`config.mk`:
```
export PLATFORM = sky130hd
export DESIGN_NAME = mem_access_unit
export DESIGN_NICKNAME = d
export VERILOG_FILES = /design/src/rtl/mem_access_unit.sv
export SDC_FILE = /design/constraint.sdc
export NUM_CORES = 1
export LEC_CHECK = 0
export BUFFER_PORTS_ARGS = -buffer_cell sky130_fd_sc_hd__buf_2
export CAP_MARGIN = 10
export CORE_ASPECT_RATIO = 1.2
export CORE_UTILIZATION = 45
export DETAILED_ROUTE_END_ITERATION = 6
export GPL_ROUTABILITY_DRIVEN = 0
export PLACE_DENSITY = 0.8
export SLEW_MARGIN = 20
export SYNTH_ARGS = -nofsm -noshare
export SYNTH_HDL_FRONTEND = slang
export SYNTH_SLANG_ARGS = --single-unit
```
`constraint.sdc`:
```
create_clock -name clk -period 2.37 [get_ports clk]
set_input_delay 0.5925 -clock clk [delete_from_list [all_inputs] [get_ports clk]]
set_output_delay 0.5925 -clock clk [all_outputs]
set_load 0.05 [all_outputs]
```
`src/rtl/mem_access_unit.sv`:
```
// mem_access_unit: sequences one load/store at a time between the Memory stage
// and a single-port doubleword RAM with variable read latency. Sub-doubleword
// stores are done as read-modify-write; loads are lane-extracted and extended.
//
// Handshake: a request is taken on a cycle where req_valid && req_ready are both
// high; req_ready is high only while idle, and upstream holds the request until
// it is taken. resp_valid is a one-cycle completion pulse qualified by fault.
module mem_access_unit #(
  parameter int WORD    = 64,
  parameter int TIMEOUT = 16
) (
  input  logic            clk,
  input  logic            reset,
  input  logic            req_valid,
  output logic            req_ready,
  input  logic            mem_read,
  input  logic            mem_write,
  input  logic [10:0]     opcode,
  input  logic [WORD-1:0] address,
  input  logic [WORD-1:0] write_data,
  output logic            stall,
  output logic            resp_valid,
  output logic [WORD-1:0] read_data,
  output logic            fault,
  output logic [WORD-1:0] ram_addr,
  output logic            ram_re,
  output logic            ram_we,
  output logic [WORD-1:0] ram_wdata,
  input  logic [WORD-1:0] ram_rdata,
  input  logic            ram_rvalid
);

  // Sized opcodes; every other opcode is treated as a doubleword access.
  localparam logic [10:0] OP_LDURB  = 11'h1C2;
  localparam logic [10:0] OP_STURB  = 11'h1C0;
  localparam logic [10:0] OP_LDURH  = 11'h3C2;
  localparam logic [10:0] OP_STURH  = 11'h3C0;
  localparam logic [10:0] OP_LDURSW = 11'h5C4;
  localparam logic [10:0] OP_STURW  = 11'h5C0;

  localparam int TW = $clog2(TIMEOUT + 1);

  typedef enum logic [2:0] {
    S_IDLE, S_RD, S_RMW_RD, S_WR, S_DONE, S_FAULT
  } state_t;

  typedef enum logic [1:0] {SZ_B, SZ_H, SZ_W, SZ_D} size_t;

  state_t          state_q, state_d;
  logic [TW-1:0]   timer_q, timer_d;
  size_t           size_q, size_d, size_in;
  logic [2:0]      off_q, off_d;
  logic [WORD-1:0] wdata_q, wdata_d;
  logic [WORD-1:0] ram_addr_q, ram_addr_d;
  logic [WORD-1:0] ram_wdata_q, ram_wdata_d;
  logic [WORD-1:0] read_data_q, read_data_d;
  logic            ram_re_q, ram_re_d;
  logic            ram_we_q, ram_we_d;
  logic            resp_valid_q, resp_valid_d;
  logic            fault_q, fault_d;
  logic            req_ready_q, req_ready_d;
  logic            stall_q, stall_d;
  logic            misaligned;

  // Pull the addressed lane out of the doubleword and extend it to WORD bits.
  function automatic logic [WORD-1:0] extract_load(input logic [WORD-1:0] dword,
                                                   input size_t sz,
                                                   input logic [2:0] off);
    logic [WORD-1:0] sh;
    sh = dword >> {off, 3'b000};
    case (sz)
      SZ_B:    extract_load = {{(WORD-8){1'b0}}, sh[7:0]};
      SZ_H:    extract_load = {{(WORD-16){1'b0}}, sh[15:0]};
      SZ_W:    extract_load = {{(WORD-32){sh[31]}}, sh[31:0]};
      default: extract_load = dword;
    endcase
  endfunction

  // Replace the addressed lane of the doubleword with the low bytes of wdata.
  function automatic logic [WORD-1:0] merge_lane(input logic [WORD-1:0] dword,
                                                 input logic [WORD-1:0] wdata,
                                                 input size_t sz,
                                                 input logic [2:0] off);
    logic [WORD-1:0] mask;
    case (sz)
      SZ_B:    mask = WORD'(8'hFF);
      SZ_H:    mask = WORD'(16'hFFFF);
      SZ_W:    mask = WORD'(32'hFFFF_FFFF);
      default: mask = '1;
    endcase
    mask       = mask << {off, 3'b000};
    merge_lane = (dword & ~mask) | ((wdata << {off, 3'b000}) & mask);
  endfunction

  // Access size from the incoming opcode.
  always_comb begin
    case (opcode)
      OP_LDURB,  OP_STURB: size_in = SZ_B;
      OP_LDURH,  OP_STURH: size_in = SZ_H;
      OP_LDURSW, OP_STURW: size_in = SZ_W;
      default:             size_in = SZ_D;
    endcase
  end

  // Natural alignment check for the incoming request.
  always_comb begin
    case (size_in)
      SZ_H:    misaligned = address[0];
      SZ_W:    misaligned = |address[1:0];
      SZ_D:    misaligned = |address[2:0];
      default: misaligned = 1'b0;
    endcase
  end

  // Next-state, datapath captures, and the registered outputs decoded from the next state.
  always_comb begin
    state_d     = state_q;
    timer_d     = timer_q;
    size_d      = size_q;
    off_d       = off_q;
    wdata_d     = wdata_q;
    ram_addr_d  = ram_addr_q;
    ram_wdata_d = ram_wdata_q;
    read_data_d = '0;

    case (state_q)
      S_IDLE: begin
        if (req_valid && req_ready_q) begin
          size_d     = size_in;
          off_d      = address[2:0];
          wdata_d    = write_data;
          ram_addr_d = {address[WORD-1:3], 3'b000};
          timer_d    = '0;
          if (misaligned || (mem_read && mem_write)) begin
            state_d = S_FAULT;
          end else if (mem_read) begin
            state_d = S_RD;
          end else if (mem_write) begin
            if (size_in == SZ_D) begin
              state_d     = S_WR;
              ram_wdata_d = write_data;
            end else begin
              state_d = S_RMW_RD;
            end
          end else begin
            state_d = S_DONE;
          end
        end
      end
      S_RD, S_RMW_RD: begin
        // Read data wins over the timer in the last allowed cycle.
        if (ram_rvalid) begin
          if (state_q == S_RD) begin
            state_d     = S_DONE;
            read_data_d = extract_load(ram_rdata, size_q, off_q);
          end else begin
            state_d     = S_WR;
            ram_wdata_d = merge_lane(ram_rdata, wdata_q, size_q, off_q);
          end
        end else if (timer_q == TW'(TIMEOUT - 1)) begin
          state_d = S_FAULT;
        end else begin
          timer_d = timer_q + TW'(1);
        end
      end
      S_WR:    state_d = S_DONE;
      default: state_d = S_IDLE;
    endcase

    ram_re_d     = (state_d == S_RD) || (state_d == S_RMW_RD);
    ram_we_d     = (state_d == S_WR);
    resp_valid_d = (state_d == S_DONE) || (state_d == S_FAULT);
    fault_d      = (state_d == S_FAULT);
    req_ready_d  = (state_d == S_IDLE);
    stall_d      = ~req_ready_d;
  end

  // State and output registers; reset aborts any access in flight.
  always_ff @(posedge clk) begin
    if (reset) begin
      state_q      <= S_IDLE;
      timer_q      <= '0;
      size_q       <= SZ_D;
      off_q        <= '0;
      wdata_q      <= '0;
      ram_addr_q   <= '0;
      ram_wdata_q  <= '0;
      read_data_q  <= '0;
      ram_re_q     <= 1'b0;
      ram_we_q     <= 1'b0;
      resp_valid_q <= 1'b0;
      fault_q      <= 1'b0;
      req_ready_q  <= 1'b1;
      stall_q      <= 1'b0;
    end else begin
      state_q      <= state_d;
      timer_q      <= timer_d;
      size_q       <= size_d;
      off_q        <= off_d;
      wdata_q      <= wdata_d;
      ram_addr_q   <= ram_addr_d;
      ram_wdata_q  <= ram_wdata_d;
      read_data_q  <= read_data_d;
      ram_re_q     <= ram_re_d;
      ram_we_q     <= ram_we_d;
      resp_valid_q <= resp_valid_d;
      fault_q      <= fault_d;
      req_ready_q  <= req_ready_d;
      stall_q      <= stall_d;
    end
  end

  assign req_ready  = req_ready_q;
  assign stall      = stall_q;
  assign resp_valid = resp_valid_q;
  assign read_data  = read_data_q;
  assign fault      = fault_q;
  assign ram_addr   = ram_addr_q;
  assign ram_re     = ram_re_q;
  assign ram_we     = ram_we_q;
  assign ram_wdata  = ram_wdata_q;

endmodule

```
=== Word-level counts from Yosys, hierarchy flattened ===
Index checks and enable logic that the tools add are counted.

* Add/sub/neg operators: 1
* Equality and inequality tests: 29
* Shift operators: 3
* Muxes and demuxes: 28
* Bitwise operators: 8
* Reductions and logical operators: 19

{| class="wikitable"
|+ Operator list
! operator !! number
|-
| two-way mux 64 bit || 10
|-
| case mux 64 bit (3 select lines) || 2
|-
| AND 64 bit || 2
|-
| case mux 64 bit (2 select lines) || 1
|-
| << shifter 64 x 6 -> 64 bit || 2
|-
| inverter 64 bit || 1
|-
| OR 64 bit || 1
|-
| right shift 64 x 6 -> 32 bit || 1
|-
| == test 11 x 10 -> 1 bit, second input constant || 2
|-
| == test 11 bit, second input constant || 2
|-
| == test 11 x 9 -> 1 bit, second input constant || 2
|-
| two-way mux 3 bit || 7
|-
| inequality test 2 bit, second input constant || 9
|-
| two-way mux 5 bit || 3
|-
| == test 3 x 2 -> 1 bit, second input constant || 4
|-
| case mux 5 bit (2 select lines) || 1
|-
| OR reduction 2 bit || 5
|-
| case mux 3 bit (3 select lines) || 1
|-
| AND reduction 8 bit || 1
|-
| == test 2 bit, second input constant || 3
|-
| == test 3 x 1 -> 1 bit, second input constant || 2
|-
| == test 3 bit, second input constant || 2
|-
| zero test 3 bit || 2
|-
| case mux 2 bit (3 select lines) || 1
|-
| 14 further kinds || 21
|}

* Bits in registers: 272
* Bits of input ports: 209
* Output and inout port bits: 198
* Word-level logic and storage cells: 102

=== Longest topological paths before layout ===
Gate-level depths: netlist of run 1.

* Word-level depth: 12
* Depth in mapped cells: 9
* Mapped depth without buffers: 8

=== Worst setup path before layout of run 1 ===
OpenSTA, ideal clock, no wires.

* Path kind: input to register
* Start: input address[2]
* End: register ram_wdata_q[34] (netlist: ram_wdata[34])
* Library setup time: 0.070 ns
* Arrival: 2.019 ns
* Required time: 2.300 ns
* Slack: 0.281 ns
* Stages: 6
* Buffers on the path: 1
* Cells stage by stage: or3_1 a2111oi_4 a32oi_2 buf_2 a311o_1 a21oi_1

* Word-level cells in the longest chain between the ends: 5

{| class="wikitable"
|+ Ends and longest elaborated chain
! item !! line !! source
|-
| start: declaration || 19 || <nowiki>input logic [WORD-1:0] address,</nowiki>
|-
| OR reduction 3 bit || 110 || <nowiki>SZ_D: misaligned = |address[2:0];</nowiki>
|-
| case mux 1 bit (3 select lines) || 107 || <nowiki>case (size_in)</nowiki>
|-
| logical OR 1 bit || 134 || <nowiki>if (misaligned || (mem_read && mem_write)) begin</nowiki>
|-
| inequality test 2 bit (no source line) || n/a ||
|-
| AND reduction 8 bit (no source line) || n/a ||
|-
| end signal: assignment || 202 || <nowiki>ram_wdata_q <= ram_wdata_d;</nowiki>
|-
| end: declaration || 55 || <nowiki>logic [WORD-1:0] ram_wdata_q, ram_wdata_d;</nowiki>
|}

Every way passes these cells.
A chain may end at the register's enable or synchronous reset.

=== Worst setup path after layout of run 1 ===
* Start: register off_q[0]
* End: register ram_wdata_q[55] (netlist: ram_wdata[55])

* Word-level cells in the longest chain between the ends: 7
* Elaborated cells on any way between the ends: 9
* Classes of those cells: 2 x shift; 3 x mux; 4 x bitwise

{| class="wikitable"
|+ Ends and longest elaborated chain
! item !! line !! source
|-
| start: declaration || 52 || <nowiki>logic [2:0] off_q, off_d;</nowiki>
|-
| start signal: assignment || 184 || <nowiki>off_q <= '0;</nowiki>
|-
| start signal: assignment || 199 || <nowiki>off_q <= off_d;</nowiki>
|-
| << shifter 64 x 6 -> 64 bit || 91 || <nowiki>mask = mask << {off, 3'b000};</nowiki>
|-
| inverter 64 bit || 92 || <nowiki>merge_lane = (dword & ~mask) | ((wdata << {off, 3'b000}) & mask);</nowiki>
|-
| AND 64 bit || 92 ||
|-
| OR 64 bit * || 92 ||
|-
| two-way mux 64 bit * || 153 || <nowiki>if (state_q == S_RD) begin</nowiki>
|-
| two-way mux 64 bit * || 152 || <nowiki>if (ram_rvalid) begin</nowiki>
|-
| case mux 64 bit (2 select lines) * || 126 || <nowiki>case (state_q)</nowiki>
|}

Mark *: on every way between the ends. The rest lies on a longest branch, timed or not. The select of a mux whose other input is x is not followed.

==> flow_summary_export.csv, run 1 <==
group,metric,value,unit
status,status,"complete, no violations",
die,die_y,196.5,µm
grt,grt_pass1_wl,79.35,mm
route,wl_per_cell,22.38,µm
route,first_pass_iters,6,
clock_tree,cts_buffers,28,
flow_run,max_cap_violations,0,
synthesis,ys_ff_latch,272,
route,route.vias.total,14810,
power_and_ir_drop,power.total,13650,µW
route,viasPerCell,6.159,
final_layout,fin_nets,2184,
grt,antenna_found_initial,18,
clock_tree,clock_latency,0.58,ns
timing,finClkSkew,0.01766,ns
synthesis,yosys_warnings,0,
grt,gr-total-overflow,0,
timing,max_slew.worst_pin.slew,0.8838,ns
clock_tree,cts_num_sinks,272,
timing,fin_crit,2.231,ns
place,dp_cells,2337,
setup_path,cp-start-kind,"flop",
timing,hold_violations,0,
synthesis,syn_avg_cell_area,8.683,µm²
final_layout,area_delta_synth_final,23.87,%
synthesis,yosysUniqueCellTypes,74,
power_and_ir_drop,power.density,776.4,mW/mm²
final_layout,instances_no_fill,2405,
route,ant_nets,0,
route,drc_errors,0,
die,dieArea,0.03225,mm²
synthesis,async_flop_share,0,%
synthesis,ys_seq_area_share,38.38,%
clock_tree,cts_tree,"yes",
clock_tree,root_buffer,"clkbuf_16",
clock_tree,cts.clk_slew.worst_paths,0.07,ns
timing,setup_viol,0,
hold_path,hp-class,"in -> reg",
timing,rsz0062_at_grt,"false",
die,die_w,164.1,µm
power_and_ir_drop,p_leak,0.007261,µW
synthesis,syn_inst,1634,
final_layout,fin_area,0.01758,mm²
timing,post-route-period-util,94.15,%
timing,setup_tns,0,ns
synthesis,synth-main-ff-cell,"dfxtp_1",
clock_tree,h-tree-depth,1,
timing,slew_headroom,41.08,%
route,drt_iter0_drc,1925,
place,dp_hpwl,38.92,mm
grt,grt_usage,32.28,%
place,placed_area,0.01654,mm²
die,io_pins,407,
grt,grt_pass1_vias,13800,
timing,whs,0.2491,ns
synthesis,yosys.area.top_type,"dfxtp_1",
clock_tree,cts_hold_buf,0,
grt,grt_start_max_net_pins,83,
synthesis,ys_top_cells_by_area,"dfxtp_1 (38%), mux4_2 (11%), nand2_1 (10%), a21oi_1 (8.6%), mux2i_1 (3.5%)",
die,core_area,0.03074,mm²
setup_path,worstPathRequired,2.86,ns
synthesis,syn_area,0.01419,mm²
setup_path,crit_path_end_kind,"flop",
timing,clock.fmax,448.2,MHz
synthesis,synth_edf_count,0,
setup_path,cp.arrival,2.72,ns
timing,maxSlewViolCount,0,
synthesis,synth_top_area_share,38.38,%
place,port_buffers,403,
die,start_util,46.15,%
final_layout,layout-drive-gt1-share,32.08,%
power_and_ir_drop,peakVddDrop,692.2,µV
die,std_cell_rows,70,
setup_path,crit_fanout,15,
setup_path,crit_type,"reg -> reg",
clock_tree,clockBufferDepth,3,
route,routed_wl,53.82,mm
-- cells in the mapped netlist (all sizes together), types with 7 or more instances --
cell,count
a211o,10
a211oi,50
a21oi,244
a221oi,10
a22oi,24
a311o,14
a311oi,8
a32oi,7
and2,14
buf,65
clkbuf,91
dfxtp,272
mux2,32
mux2i,50
mux4,69
nand2,393
nand2b,8
nand3,13
nor2,96
nor2b,16
nor3,19
o211ai,42
o21ai,18
o221ai,10
-- per-stage QoR --
stage	utilization (%)	worst slack (ns)
after global placement	53.79	0.02283
after CTS	56.91	0.1476
after floorplan	-	0.2809
after detailed placement	53.79	-0.06329
after global routing	57.11	0.03491
final	57.17	0.1388
-- cell type report --
type | instances | area (µm²)
antenna | 14 | 35.03
clock buffer | 37 | 807.0
clock inverter | 15 | 151.4
fill | 2660 | 13170
inverter | 8 | 30.03
multi-input combinational | 1200 | 7956
sequential | 272 | 5453
tap | 396 | 495.5
timing repair buffer | 463 | 2648
-- registers in the layout (all words and copies together) (netlist names) --
signal / count
ram_wdata: 64
read_data: 64
wdata_q: 64
ram_addr: 61
timer_q: 5
off_q: 3
state_q: 3
size_q: 2
fault: 1
ram_re: 1
ram_we: 1
req_ready: 1
resp_valid: 1
stall: 1
-- cells by family after synthesis --
group	Yosys count	share of synthesized area (%)
AOI/OAI and AO/OA	462	21.24
xor gates and xnor gates	4	0.2470
adders and majority gates	2	0.1763
buffers and inverters	164	5.847
DFF	272	38.38
muxes	151	17.02
other	1	0.02643
and+or+nand+nor	578	17.06
-- where the power goes --
part | internal (µW) | switching, µW
clock | 2630 | 1950
combinational | 1360 | 2550
sequential | 4860 | 299
total | 8850 | 4800
-- final timing paths --
kind | depth (start not counted) | to | from | slack, ns
worst max register to register | 7 | ram_wdata[55] | off_q[0] | 0.14
worst min register to register | 2 | ram_addr[49] | ram_addr[49] | 0.45
worst max-delay path | 7 | ram_wdata[55] | off_q[0] | 0.14
worst min-delay path | 3 | ram_addr[58] | address[58] | 0.25
-- critical path: stages, from the launching register on --
cell and delay [ns]:
dfxtp_4 0.51, buf_4 0.29, nor2b_1 0.22, buf_4 0.21, a22oi_1 0.12, o221ai_1 0.25, o211ai_1 0.25, a211oi_1 0.28
-- per-layer routing --
layer / track usage (%) / vias to the layer above / share of wire [%]
li1: - / 6564 / -
met1: 38.06 / 6839 / 35
met2: 51.24 / 1111 / 45
met3: 10.48 / 289 / 12
met4: 18.42 / 10 / 7.3
met5: 0 / - / 0.12
-- timing repair --
action / in CTS / in global routing
resized for setup: 0 / 3
endpoints found under the hold margin: 0 / 0
setup buffers: 0 / 2
endpoints found under the setup margin: 0 / 14
-- layout by cell type (no fill, tap or decap), types with 10 or more instances in the layout --
master / n
clkbuf_16: 30
a221oi_1: 10
o21ai_0: 12
buf_4: 46
diode_2: 14
a21oi_1: 242
o221ai_1: 10
dfxtp_1: 270
o211ai_1: 42
a22oi_1: 23
nand3_1: 12
a211oi_1: 49
nor3_1: 15
buf_2: 402
buf_12: 12
nor2b_1: 15
mux4_2: 69
mux2_2: 32
nor2_1: 93
and2_1: 14
a311o_1: 14
nand2_1: 393
a211o_1: 10
mux2i_1: 50
Power figures use the tool's default switching activity.
==> run 2, diff against run 1 <==
--- a/config.mk
+++ b/config.mk
@@ -5,6 +5,7 @@
 export SDC_FILE = /design/constraint.sdc
 export NUM_CORES = 1
 export LEC_CHECK = 0
+export ABC_AREA = 1
 export BUFFER_PORTS_ARGS = -buffer_cell sky130_fd_sc_hd__buf_2
 export CAP_MARGIN = 10
 export CORE_ASPECT_RATIO = 1.2
@@ -12,6 +13,7 @@
 export DETAILED_ROUTE_END_ITERATION = 6
 export GPL_ROUTABILITY_DRIVEN = 0
 export PLACE_DENSITY = 0.8
+export REMOVE_ABC_BUFFERS = 1
 export SLEW_MARGIN = 20
 export SYNTH_ARGS = -nofsm -noshare
 export SYNTH_HDL_FRONTEND = slang
==> run 2 against run 1 <==
Final area decreased by 2.1%. Synthesized cell count increased by 32%. Worst hold slack improved by 0.023 ns. Register-to-register slack improved by 0.05 ns. Sequential share of layout area is 0.64 points higher. First-iteration DRC count fell by 13%. Sequential power grew 6.2%. Count of clock-buffer cells in the layout is the same. Highest routed layer unchanged.
==> flow_summary_export.csv, run 2 <==
group,metric,value,unit
status,status,"complete, no violations",
clock_tree,clock_latency,0.57,ns
power_and_ir_drop,power.internal,9747,µW
clock_tree,cts.clk_slew.worst_paths,0.07,ns
setup_path,critPathMaxStageDelay,0.45,ns
timing,clock.fmax,457.9,MHz
power_and_ir_drop,power.density,962.7,mW/mm²
clock_tree,cts_num_sinks,272,
route,viasPerCell,5.597,
die,die_w,161.9,µm
clock_tree,root_buffer,"clkbuf_16",
clock_tree,h-tree-depth,1,
timing,setup_tns,0,ns
timing,timing.final.ws_setup,0.1859,ns
setup_path,r2r_slack,0.19,ns
grt,grt_usage,32.33,%
clock_tree,cts_setup_buffers,0,
timing,finClkSkew,0.01184,ns
route,ant_nets,0,
flow_run,max_cap_violations,0,
clock_tree,cts_buffers,29,
power_and_ir_drop,peakVddDrop,645.6,µV
final_layout,area_delta_synth_final,24.72,%
synthesis,syn_area,0.01380,mm²
synthesis,ys_top_cells_by_area,"dfxtp_1 (39%), nand2_1 (17%), o21ai_0 (12%), a21oi_1 (9.9%), nor2_1 (5.1%)",
hold_path,whs_path_depth,3,
setup_path,cp_top_family,"simple AND/OR/NAND/NOR gates",
route,routed_wl,52.29,mm
synthesis,synth-main-ff-cell,"dfxtp_1",
setup_path,cp-start-kind,"flop",
route,drt_iter0_drc,1670,
route,drc_errors,0,
power_and_ir_drop,p_sw,6824,µW
setup_path,regToRegStartpoint,"size_q[0]",
die,die_y,193.8,µm
synthesis,yosys_warnings,0,
timing,max_slew.worst_pin.slew,0.9898,ns
timing,fin_crit,2.184,ns
power_and_ir_drop,seqPwrFrac,33.0,%
place,dp_slack,0.04835,ns
synthesis,synth_top_area_share,39.46,%
die,dieArea,0.03138,mm²
final_layout,final_cell_mix,"nand2_1 (633), buf_2 (403), o21ai_0 (319), a21oi_1 (272), dfxtp_1 (270)",
hold_path,hp-class,"in -> reg",
clock_tree,cts_hold_buf,0,
synthesis,synth_edf_count,0,
setup_path,slowest_stage,"inv_1",
synthesis,syn_inst,2149,
die,start_util,46.20,%
setup_path,crit_path_end_kind,"flop",
synthesis,syn_avg_cell_area,6.422,µm²
grt,antenna_found_initial,14,
synthesis,ys_ff_latch,272,
power_and_ir_drop,clkPwrFrac,28.9,%
hold_path,min_to,"ram_addr[58]",
setup_path,crit_fanout,9,
setup_path,worstPathRequired,2.87,ns
clock_tree,clockBufferDepth,3,
synthesis,async_flop_share,0,%
setup_path,crit_type,"reg -> reg",
synthesis,ys_seq_area_share,39.46,%
timing,hold_violations,0,
place,port_buffers,403,
route,first_pass_iters,6,
grt,grt_pass1_vias,15500,
timing,slew_headroom,34.01,%
setup_path,crit_chain,"a21oi_1, nor2_1, nor2_1, nor2_4, inv_1, nand2_1, nand3_1, o21ai_0, nand2_1, nand2_1, nor2_1",
final_layout,layout-drive-gt1-share,21.69,%
route,wl_per_cell,18.04,µm
synthesis,yosysUniqueCellTypes,44,
clock_tree,cts_tree,"yes",
hold_path,worstHoldStart,"address[58]",
final_layout,fin_nets,2693,
power_and_ir_drop,p_leak,0.008118,µW
setup_path,r2r_end,"ram_wdata[17]",
timing,rsz0062_at_grt,"false",
power_and_ir_drop,pwr-share-comb,38.1,%
setup_path,cp.arrival,2.68,ns
power_and_ir_drop,p_sw_share,41.18,%
grt,grt_pass1_wl,80.90,mm
die,core_area,0.02987,mm²
setup_path,ff2ff_path_depth,11,
synthesis,synth.most_common_cell,"nand2_1",
grt,grt_start_max_net_pins,91,
die,std_cell_rows,69,
final_layout,final_common_cell,"nand2_1",
timing,setup_viol,0,
synthesis,yosys.area.top_type,"dfxtp_1",
grt,gr-total-overflow,0,
timing,maxSlewViolCount,0,
place,dp_hpwl,36.66,mm
timing,post-route-period-util,92.16,%
die,io_pins,407,
route,route.vias.total,16230,
setup_path,cp_num_buf_inv,1,
synthesis,synth_common_cells,"nand2_1 (634), o21ai_0 (319), a21oi_1 (272), dfxtp_1 (272), nor2_1 (187)",
[run 2: cell types whose count changed in the layout (fill, tap and decap cells not counted), sizes merged, moves of 32 or more]
cell,previous run,this run
nor2,96,193
mux4,69,0
mux2,32,0
nand2,393,636
a211oi,50,2
mux2i,50,1
inv,9,143
nand3,13,52
o21ai,18,331
[run 2: tightest hold or removal path: cells and delay by family]
kind            cells  cell delay (ns)
buf+inv             1             0.09
simple gates        1             0.05
compound gates      1             0.05
[run 2: metal layers]
| metal | vias up | track usage, % | wire, µm |
|---|---|---|---|
| met1 | 7233 | 37.96 | 18960 |
| met5 | - | 0 | 110 |
| met2 | 1062 | 53.78 | 23920 |
| li1 | 7685 | - | - |
| met3 | 231 | 7.572 | 6105 |
| met4 | 16 | 18.13 | 3197 |
[run 2: layout make-up]
type	instances	area, µm²
Tap cell	390	488.0
Multi-Input combinational cell	1578	7142
Sequential cell	272	5450
Timing Repair Buffer	460	2595
Antenna cell	6	15.01
Fill cell	2860	12660
Clock inverter	15	195.2
Inverter	141	531.8
Clock buffer	37	795.8
[run 2: kinds of logic after synthesis]
| kind of cell | count (synthesis) | share of synthesized area, % |
|---|---|---|
| and+or+nand+nor | 902 | 25.56 |
| AOI/OAI and AO/OA | 669 | 25.54 |
| buffers and inverters | 301 | 9.103 |
| DFF | 272 | 39.46 |
| adders and majority gates | 2 | 0.1813 |
| other | 1 | 0.02717 |
| xor gates and xnor gates | 1 | 0.06347 |
| muxes | 1 | 0.07253 |
[run 2: worst max-delay path by stage]
stage,startpoint,end,slack (ns),cells past startpoint
floorplan,req_ready,fault,-3.96,6
global placement,opcode[3],ram_wdata[38],0.13,13
detailed placement,opcode[9],ram_wdata[38],0.05,13
CTS,size_q[0],ram_wdata[17],0.09,11
global route,off_q[2],ram_wdata[27],0.10,11
finish,size_q[0],ram_wdata[17],0.19,11
[run 2: power groups by stage]
stage	clock network (µW)	logic [µW]	registers (µW)
3_3_place_gp	0	6060	5530
3_5_place_dp	0	6160	5550
6_report	4790	6320	5470
2_1_floorplan	0	2860	6840
5_1_grt	5030	6840	5530
4_1_cts	4860	6180	5460
[run 2: through the flow]
step           utilization (%)  power (µW)  cell area [µm²]  instances  hold WS, ns
2_1_floorplan                -        9706            13080       1991       0.4318
3_3_place_gp             54.21       11590            16190       2841       0.4425
3_5_place_dp             54.21       11710            16190       2841       0.4483
4_1_cts                  57.52       16500            17180       2893       0.2554
5_1_grt                  57.59       17400            17200       2895       0.2699
6_report                 57.62       16570            17210       2899       0.2722
[run 2: what timing repair did]
action                                  in CTS  in global routing
endpoints found under the hold margin        0                  0
resized for setup                            0                  3
endpoints found under the setup margin       0                  9
==> run 3, diff against run 2 <==
--- a/config.mk
+++ b/config.mk
@@ -5,7 +5,7 @@
 export SDC_FILE = /design/constraint.sdc
 export NUM_CORES = 1
 export LEC_CHECK = 0
-export ABC_AREA = 1
+export ABC_AREA = 0
 export BUFFER_PORTS_ARGS = -buffer_cell sky130_fd_sc_hd__buf_2
 export CAP_MARGIN = 10
 export CORE_ASPECT_RATIO = 1.2
==> run 3 against run 2 <==
Routed wire length fell by 0.82%. Count of clock-buffer cells in the layout fell by 1. Sequential share of layout area decreased by 0.89 points. Via count shrank 9.5%.
==> flow_summary_export.csv, run 3 (same netlist as run 1, synthesis figures left out) <==
group,metric,value,unit
die,std_cell_rows,70,
clock_tree,cts_setup_buffers,0,
clock_tree,root_buffer,"clkbuf_16",
route,first_pass_iters,7,
die,dieArea,0.03225,mm²
final_layout,final_common_cell,"buf_2",
setup_path,crit_fanout,4,
flow_run,max_cap_violations,0,
timing,max_slew.worst_pin.slew,0.9518,ns
hold_path,whs_path_depth,3,
clock_tree,cts_buffers,29,
timing,slew_headroom,36.55,%
grt,grt_pass1_wl,78.09,mm
power_and_ir_drop,clkPwrFrac,33.5,%
clock_tree,h-tree-depth,1,
route,ant_nets,0,
setup_path,cp.arrival,2.75,ns
timing,whs,0.2496,ns
route,drt_iter0_drc,1533,
place,dp_hpwl,36.24,mm
setup_path,crit_type,"reg -> reg",
timing,timing.final.ws_setup,0.08070,ns
power_and_ir_drop,pwr-share-comb,29.5,%
power_and_ir_drop,power.density,779.0,mW/mm²
grt,gr-total-overflow,0,
setup_path,r2r_slack,0.08,ns
timing,setup_viol,0,
timing,post-route-period-util,96.60,%
power_and_ir_drop,seqPwrFrac,37.0,%
clock_tree,clock_latency,0.58,ns
status,status,"complete, no violations",
timing,hold_violations,0,
grt,grt_usage,31.47,%
grt,antenna_found_initial,20,
clock_tree,cts_num_sinks,272,
timing,setup_tns,0,ns
die,die_w,164.1,µm
setup_path,regToRegStartpoint,"timer_q[0]",
timing,fin_crit,2.289,ns
power_and_ir_drop,p_sw_share,35.84,%
hold_path,hp-class,"in -> reg",
power_and_ir_drop,power.internal,8858,µW
power_and_ir_drop,p_sw,4949,µW
final_layout,layout-drive-gt1-share,32.85,%
final_layout,fin_nets,2197,
timing,maxSlewViolCount,0,
setup_path,cp-start-kind,"flop",
power_and_ir_drop,power.total,13810,µW
hold_path,min_to,"ram_addr[40]",
place,port_buffers,403,
final_layout,area_delta_synth_final,24.92,%
grt,grt_start_max_net_pins,207,
timing,finClkSkew,0.01406,ns
clock_tree,cts_tree,"yes",
timing,clock.fmax,436.8,MHz
timing,rsz0062_at_grt,"false",
setup_path,ff2ff_path_depth,8,
setup_path,worstPathRequired,2.83,ns
place,dp_slack,-0.07187,ns
setup_path,r2r_end,"ram_re",
clock_tree,clockBufferDepth,3,
die,start_util,46.15,%
route,viasPerCell,6.081,
route,drc_errors,0,
grt,grt_pass1_vias,13790,
die,core_area,0.03074,mm²
power_and_ir_drop,p_leak,0.007343,µW
setup_path,crit_path_end_kind,"flop",
power_and_ir_drop,peakVddDrop,646.2,µV
route,routed_wl,51.86,mm
final_layout,final_cell_mix,"buf_2 (402), nand2_1 (393), dfxtp_1 (268), a21oi_1 (243), nor2_1 (93)",
die,io_pins,407,
route,route.vias.total,14690,
die,die_y,196.5,µm
hold_path,worstHoldStart,"address[40]",
route,wl_per_cell,21.46,µm
clock_tree,cts.clk_slew.worst_paths,0.07,ns
[run 3: power by group through the flow]
stage	clock network, µW	logic [µW]	registers [µW]
after floorplan	0	1930	5810
after global placement	0	3920	5180
after detailed placement	0	3990	5200
after CTS	4680	4000	5100
after global routing	4830	4330	5140
final	4620	4070	5110
[run 3: cell type report]
cell class | instances | area, µm²
Fill cell | 2674 | 13020
Tap cell | 396 | 495.5
Clock inverter | 18 | 152.6
Multi-Input combinational cell | 1200 | 7963
Inverter | 8 | 30.03
Timing Repair Buffer | 475 | 2789
Antenna cell | 11 | 27.53
Sequential cell | 272 | 5455
Clock buffer | 36 | 812.0
[run 3: layer usage]
layer / vias up / GRT usage [%] / share of wire [%]
li1: 6582 / - / -
met1: 6896 / 37.10 / 36
met2: 981 / 50.65 / 47
met3: 217 / 9.196 / 12
met4: 16 / 18.14 / 5.7
met5: - / 0 / 0.21
[run 3: worst max path at each step]
stage | startpoint | end | cells after the start
final | timer_q[0] | ram_re | 8
after global routing | timer_q[0] | ram_re | 8
after detailed placement | address[2] | ram_wdata[38] | 8
after global placement | address[2] | ram_wdata[34] | 8
after CTS | timer_q[0] | ram_re | 8
after floorplan | req_ready | fault | 4
[run 3: repair_timing]
| action | CTS | global route |
|---|---|---|
| gates resized for setup | 1 | 1 |
| setup endpoints to repair | 1 | 4 |
| pin swaps | 0 | 1 |
| hold buffers | 0 | 0 |
| cloned | 0 | 0 |
[run 3: stage by stage]
stage	utilization [%]	std cells	cell area [µm²]
after floorplan	-	1480	13400
final	57.66	2416	17720
after global placement	54.42	2351	16730
after global routing	57.62	2412	17710
after detailed placement	54.42	2351	16730
after CTS	57.56	2405	17700
[run 3: worst max-delay path, cell delays in order, from the launching register on]
cell and delay, ns:
dfxtp_1 0.33, ha_1 0.21, and3_1 0.18, ha_1 0.21
nor3b_1 0.16, o21ai_1 0.19, nand2_1 0.14, o31a_1 0.33
a2111oi_2 0.42
